<file path="src/rtl/popcount_csa_seq.sv">
// Sequential multi-word population counter.
// Each accepted word is reduced C bits per cycle into a carry-save (S, K)
// accumulator; one ripple-carry resolve cycle produces the packet count.
//
// state       | meaning
// ------------+-------------------------------------------------------------
// ST_ACCEPT   | idle, in_rdy=1, waiting for the next word of a packet
// ST_REDUCE   | compressing one C-bit chunk per cycle into S/K (W/C cycles)
// ST_RESOLVE  | single cycle: out_cnt <= S + (K << 1) through a ripple chain
// ST_OUT      | out_vld=1, result held until out_rdy
module popcount_csa_seq #(
    parameter  int W     = 32,
    parameter  int C     = 8,
    parameter  int N_MAX = 16,
    localparam int OW    = $clog2(W * N_MAX + 1)
) (
    input  logic          clk,
    input  logic          rst,
    input  logic          in_vld,
    output logic          in_rdy,
    input  logic [W-1:0]  in_dat,
    input  logic          in_last,
    output logic          out_vld,
    input  logic          out_rdy,
    output logic [OW-1:0] out_cnt,
    output logic          out_ovf
);

    localparam int NCH  = W / C;
    localparam int PW   = $clog2(C + 1);
    localparam int CIW  = (NCH > 1) ? $clog2(NCH) : 1;
    localparam int WCW  = $clog2(N_MAX + 2);
    localparam int NTRI = C / 3;

    typedef enum logic [1:0] {
        ST_ACCEPT  = 2'd0,
        ST_REDUCE  = 2'd1,
        ST_RESOLVE = 2'd2,
        ST_OUT     = 2'd3
    } state_t;

    state_t          state_q;
    state_t          state_d;

    logic [W-1:0]    sh_q;
    logic            last_q;
    logic [CIW-1:0]  cidx_q;
    logic [WCW-1:0]  wcnt_q;
    logic            ovf_q;
    logic [OW-1:0]   s_q;
    logic [OW-1:0]   k_q;

    logic [C-1:0]    chunk;
    logic [PW-1:0]   part_cnt;
    logic [1:0]      tri_r;
    logic [OW-1:0]   part_ext;
    logic [OW-1:0]   k_sh;
    logic [OW-1:0]   s_nx;
    logic [OW-1:0]   k_nx;
    logic [1:0]      csa_r;
    logic [OW-1:0]   res_sum;

    logic            last_chunk;
    logic            accept;
    logic            release_res;

    // One full adder: returns {carry, sum}.
    function automatic logic [1:0] fa(input logic a, input logic b, input logic ci);
        fa = {(a & b) | (a & ci) | (b & ci), a ^ b ^ ci};
    endfunction

    // PW-bit ripple-carry adder built from full adders; final carry dropped.
    function automatic logic [PW-1:0] add_pw(input logic [PW-1:0] a, input logic [PW-1:0] b);
        logic [PW-1:0] s;
        logic [1:0]    r;
        logic          c;
        s = '0;
        c = 1'b0;
        for (int i = 0; i < PW; i++) begin
            r    = fa(a[i], b[i], c);
            s[i] = r[0];
            c    = r[1];
        end
        return s;
    endfunction

    // OW-bit ripple-carry adder used only in the resolve cycle; wraps mod 2^OW.
    function automatic logic [OW-1:0] add_ow(input logic [OW-1:0] a, input logic [OW-1:0] b);
        logic [OW-1:0] s;
        logic [1:0]    r;
        logic          c;
        s = '0;
        c = 1'b0;
        for (int i = 0; i < OW; i++) begin
            r    = fa(a[i], b[i], c);
            s[i] = r[0];
            c    = r[1];
        end
        return s;
    endfunction

    assign chunk       = sh_q[C-1:0];
    assign last_chunk  = (cidx_q == CIW'(NCH - 1));
    assign in_rdy      = (state_q == ST_ACCEPT);
    assign out_vld     = (state_q == ST_OUT);
    assign accept      = in_vld & in_rdy;
    assign release_res = out_vld & out_rdy;

    // Chunk popcount: bit triples go through full adders, then fold into the count.
    always_comb begin
        part_cnt = '0;
        tri_r    = '0;
        for (int i = 0; i < NTRI; i++) begin
            tri_r    = fa(chunk[3*i], chunk[3*i+1], chunk[3*i+2]);
            part_cnt = add_pw(part_cnt, PW'(tri_r));
        end
        for (int i = 3 * NTRI; i < C; i++) begin
            part_cnt = add_pw(part_cnt, PW'(chunk[i]));
        end
    end

    // 3:2 compressor row: {S, K<<1, partial} -> new {S, K}, no carry ripple.
    always_comb begin
        k_sh     = k_q << 1;
        part_ext = OW'(part_cnt);
        s_nx     = '0;
        k_nx     = '0;
        csa_r    = '0;
        for (int i = 0; i < OW; i++) begin
            csa_r   = fa(s_q[i], k_sh[i], part_ext[i]);
            s_nx[i] = csa_r[0];
            k_nx[i] = csa_r[1];
        end
    end

    // Carry-save resolve for the RESOLVE cycle.
    always_comb begin
        res_sum = add_ow(s_q, k_sh);
    end

    // State register.
    always_ff @(posedge clk or negedge rst) begin
        if (!rst) begin
            state_q <= ST_ACCEPT;
        end else begin
            state_q <= state_d;
        end
    end

    // Next-state decode.
    always_comb begin
        state_d = state_q;
        case (state_q)
            ST_ACCEPT: begin
                if (in_vld) begin
                    state_d = ST_REDUCE;
                end
            end
            ST_REDUCE: begin
                if (last_chunk) begin
                    state_d = last_q ? ST_RESOLVE : ST_ACCEPT;
                end
            end
            ST_RESOLVE: begin
                state_d = ST_OUT;
            end
            ST_OUT: begin
                if (out_rdy) begin
                    state_d = ST_ACCEPT;
                end
            end
            default: begin
                state_d = ST_ACCEPT;
            end
        endcase
    end

    // Word capture, per-chunk accumulation, result register and packet clear.
    always_ff @(posedge clk or negedge rst) begin
        if (!rst) begin
            sh_q    <= '0;
            last_q  <= 1'b0;
            cidx_q  <= '0;
            wcnt_q  <= '0;
            ovf_q   <= 1'b0;
            s_q     <= '0;
            k_q     <= '0;
            out_cnt <= '0;
            out_ovf <= 1'b0;
        end else begin
            if (accept) begin
                sh_q   <= in_dat;
                last_q <= in_last;
                cidx_q <= '0;
                // Counter parks at N_MAX+1 so a long packet cannot wrap it back.
                if (wcnt_q != WCW'(N_MAX + 1)) begin
                    wcnt_q <= wcnt_q + WCW'(1);
                end
                if (wcnt_q == WCW'(N_MAX)) begin
                    ovf_q <= 1'b1;
                end
            end
            if (state_q == ST_REDUCE) begin
                s_q  <= s_nx;
                k_q  <= k_nx;
                sh_q <= sh_q >> C;
                if (!last_chunk) begin
                    cidx_q <= cidx_q + CIW'(1);
                end
            end
            if (state_q == ST_RESOLVE) begin
                out_cnt <= res_sum;
                out_ovf <= ovf_q;
            end
            if (release_res) begin
                s_q    <= '0;
                k_q    <= '0;
                wcnt_q <= '0;
                ovf_q  <= 1'b0;
            end
        end
    end

endmodule

</file>
<file path="config.mk">
export PLATFORM = sky130hd
export DESIGN_NAME = popcount_csa_seq
export DESIGN_NICKNAME = d
export VERILOG_FILES = /design/src/rtl/popcount_csa_seq.sv
export SDC_FILE = /design/constraint.sdc
export NUM_CORES = 1
export LEC_CHECK = 0
export ABC_AREA = 1
export BUFFER_PORTS_ARGS = -buffer_cell sky130_fd_sc_hd__buf_2
export CAP_MARGIN = 15
export CORE_MARGIN = 10
export CORE_UTILIZATION = 52
export CTS_CLUSTER_DIAMETER = 120
export DETAILED_ROUTE_END_ITERATION = 10
export PLACE_DENSITY_LB_ADDON = 0.25
export SYNTH_ARGS = -nofsm -noshare
export SYNTH_HDL_FRONTEND = slang
export SYNTH_SLANG_ARGS = --single-unit
</file>
<file path="constraint.sdc">
create_clock -name clk -period 3.3 [get_ports clk]
set_input_delay 0.495 -clock clk [delete_from_list [all_inputs] [get_ports clk]]
set_output_delay 0.495 -clock clk [all_outputs]
set_load 0.005 [all_outputs]
</file>
==> results.yml <==
status:
  status: "finished, violations left"
  violations: "negative setup slack"
worst_setup_path:
  setup.worst_path.end: "out_cnt[8]"
  critPathMaxStageDelay_ns: 0.52
  path_max_fanout: 2
  cp_top_family: "adder cells"
  startpoint: "s_q[1]"
  path_cells: "ha_2, fa_2, fa_2, fa_2, fa_2, fa_2, fa_2, fa_2, nand2_1, nand2_1"
  reg2reg_slack_ns: -0.04
  cp.buffers_inverters: 0
  path_class: "reg2reg"
  start_kind: "flip-flop"
  cpMostUsedCell: "fa_2"
  r2r_start: "s_q[1]"
  timing.rr.end: "out_cnt[8]"
  required_ns: 3.58
  reg2reg_depth: 10
  cp-end-kind: "flip-flop"
  cp.depth: 10
  crit_slowest_cell: "fa_2"
  crit_arrival_ns: 3.62
cts:
  cts.sinks: 73
  cts_hold_buf: 0
  cts.path.max_buffers: 2
  cts_root_buffer: "clkbuf_8"
  htree_levels: 3
  cts_tree: "yes"
  cts.clk_slew.worst_paths_ns: 0.07
  clk_latency_ns: 0.34
  cts_buffers: 9
logic_synthesis:
  ys.flop_type: "dfrtp_1"
  synthArstFlopShare_pct: 100
  syn_inst: 432
  avgSynthCellArea_sq_um: 8.65
  syn_area_sq_um: 3740
  yosysSeqAreaShare_pct: 48.9
  syn_nets: 499
  yosysTopAreaCell: "dfrtp_1"
  synth-seq-cells: 73
  synth_warnings: 0
  post-synth-top-count-cell: "nand2_1"
  ys_types: 23
  synth-edff-count: 0
  yosys-top-cells-area: "dfrtp_1, nand2_1, o21ai_0, fa_1, inv_1"
  synthTopCellsByCount: "nand2_1, dfrtp_1, o21ai_0"
  yosysTopAreaCellShare_pct: 48.9
sta:
  period_share_pct: 101
  fin_crit_ns: 3.34
  final_max_slew_viol_count: 0
  skew_ns: 0.00646
  finalHoldViolCount: 0
  setup_violations: 3
  max_freq_mhz: 299
  timing.setup.tns_ns: -0.0764
  rsz0062_at_grt: "true"
  fin_ws_ns: -0.0405
  tightest_slew_ns: 0.779
  max-slew-margin-rel_pct: 47.9
die:
  die_x_microns: 105
  io-pin-count: 50
  num_rows: 30
  coreArea_sq_um: 6910
  start_util_pct: 54.1
  die_h_microns: 105
  dieArea_sq_um: 11000
route:
  drtPass1Iterations: 4
  route.detailed.drc: 0
  route.detailed.wl_per_inst_microns: 12.2
  wl_mm: 7.10
  postRouteAntennaNets: 0
  drt-initial-drc-count: 118
  vias: 2789
  vias_per_cell: 4.81
pwr:
  ir_worst_vdd_mv: 0.675
  leakagePower_nw: 2.26
  power_mw: 4.19
  power_density_nw_per_um2: 978
layout:
  syn_to_final_growth_pct: 14.6
  antennaDiodeCount: 0
  final_core_utilization_pct: 62.0
  final_nets: 546
  layout-drive-gt1-share_pct: 18.6
  n_fill_cell: 651
global_route:
  antenna_found_initial: 0
  grt_start_max_net_pins: 52
  grt_pass1_vias: 2821
  grt_pass1_wl_mm: 12.5
  overflow: 0
  grt.total_usage_pct: 13.4
job:
  cap_violations: 0
place:
  portBuffers: 49
  post-place-ws_ns: -0.0795
  hpwlAfterDp_mm: 5.14
  place.gp.congestion: 0.755
worst_hold_path:
  hold_path.class: "in2async"
==> worst min-delay path by stage <==
stage	cells after the start	slack, ns	from	end
2_1_floorplan	0	0.20	rst	async pin
3_3_place_gp	2	0.45	out_cnt[6]	out_cnt[6]
3_5_place_dp	2	0.45	out_cnt[5]	out_cnt[5]
4_1_cts	1	0.23	rst	out_cnt[6]
5_1_grt	1	0.27	rst	sh_q[2]
6_report	1	0.22	rst	out_cnt[6]
==> area by class of cell <==
| class | instances | area (sq um) | area share, % |
|---|---|---|---|
| inverters | 57 | 214 | 4.99 |
| repair buffers | 55 | 290 | 6.77 |
| clock buffers | 13 | 149 | 3.47 |
| clock inverters | 3 | 40.0 | 0.934 |
| flip-flops and latches | 73 | 1830 | 42.6 |
| well taps | 96 | 120 | 2.80 |
| multi-input cells | 283 | 1650 | 38.4 |
==> cells in the final DEF, fill, tap and decap left out <==
master and instances:
nand2_2 3, buf_2 49, clkbuf_1 3, ha_4 2
o21ai_0 61, ha_2 2, a21boi_0 1, inv_2 6
fa_1 7, dfrtp_1 73, xor2_1 2, bufinv_16 1
nor2_1 4, buf_4 6, nand3_1 23, inv_1 51
and2_1 1, xnor2_1 1, nand4_1 4, nor2_2 1
nand2_1 145, clkbuf_8 10, o22ai_1 5, ha_1 12
clkinv_2 2, fa_2 7, o21ai_1 1, nor2_4 1
==> sequential cells by signal (all words and copies together), names as in the netlist, named ones only <==
name,cells
last_q,1
cidx_q,2
out_ovf,1
sh_q,32
wcnt_q,5
out_cnt,10
state_q,1
k_q,9
ovf_q,1
s_q,10
==> where the power goes <==
group          switching (mW)  total (mW)  leakage [nW]  internal (mW)
logic                    1.24        2.06          1.21          0.821
registers               0.207        1.46         0.953           1.25
clock network           0.309       0.677        0.0974          0.369
total                    1.75        4.19          2.26           2.44
==> through the flow <==
stage	hold slack, ns	std cells	cell area (sq um)
after floorplan	0.199	432	3760
after global placement	0.450	563	4060
after detailed placement	0.454	563	4060
after CTS	0.233	579	4250
after global routing	0.269	580	4290
final	0.216	580	4290
==> kinds of logic after synthesis <==
| family | Yosys count | synth area share (%) |
|---|---|---|
| buffers and inverters | 76 | 8.40 |
| AOI/OAI and AO/OA | 68 | 9.34 |
| and+or+nand+nor | 182 | 19.8 |
| xor gates and xnor gates | 3 | 0.703 |
| adders and majority gates | 30 | 12.9 |
| DFF | 73 | 48.9 |
==> what timing repair did <==
item	4_1_cts	5_1_grt
gates resized for setup	2	8
setup buffers	0	1
endpoints found under the hold margin	0	0
setup endpoints to repair	3	5
pin swaps	1	10
==> metal layers <==
layer	up-vias	wire length (microns)	track usage (%)
met1	1286	3470	17.1
met5	-	0	0
met2	51	3140	21.0
met4	0	119	5.39
met3	11	370	3.99
li1	1441	-	-
==> worst reg2reg max path, stage by stage, from the launching register on <==
cell and delay (ns):
dfrtp_1 0.39, ha_2 0.19, fa_2 0.33, fa_2 0.34
fa_2 0.35, fa_2 0.35, fa_2 0.35, fa_2 0.35
fa_2 0.52, nand2_1 0.05, nand2_1 0.07
(Power assumes the default switching activity.)
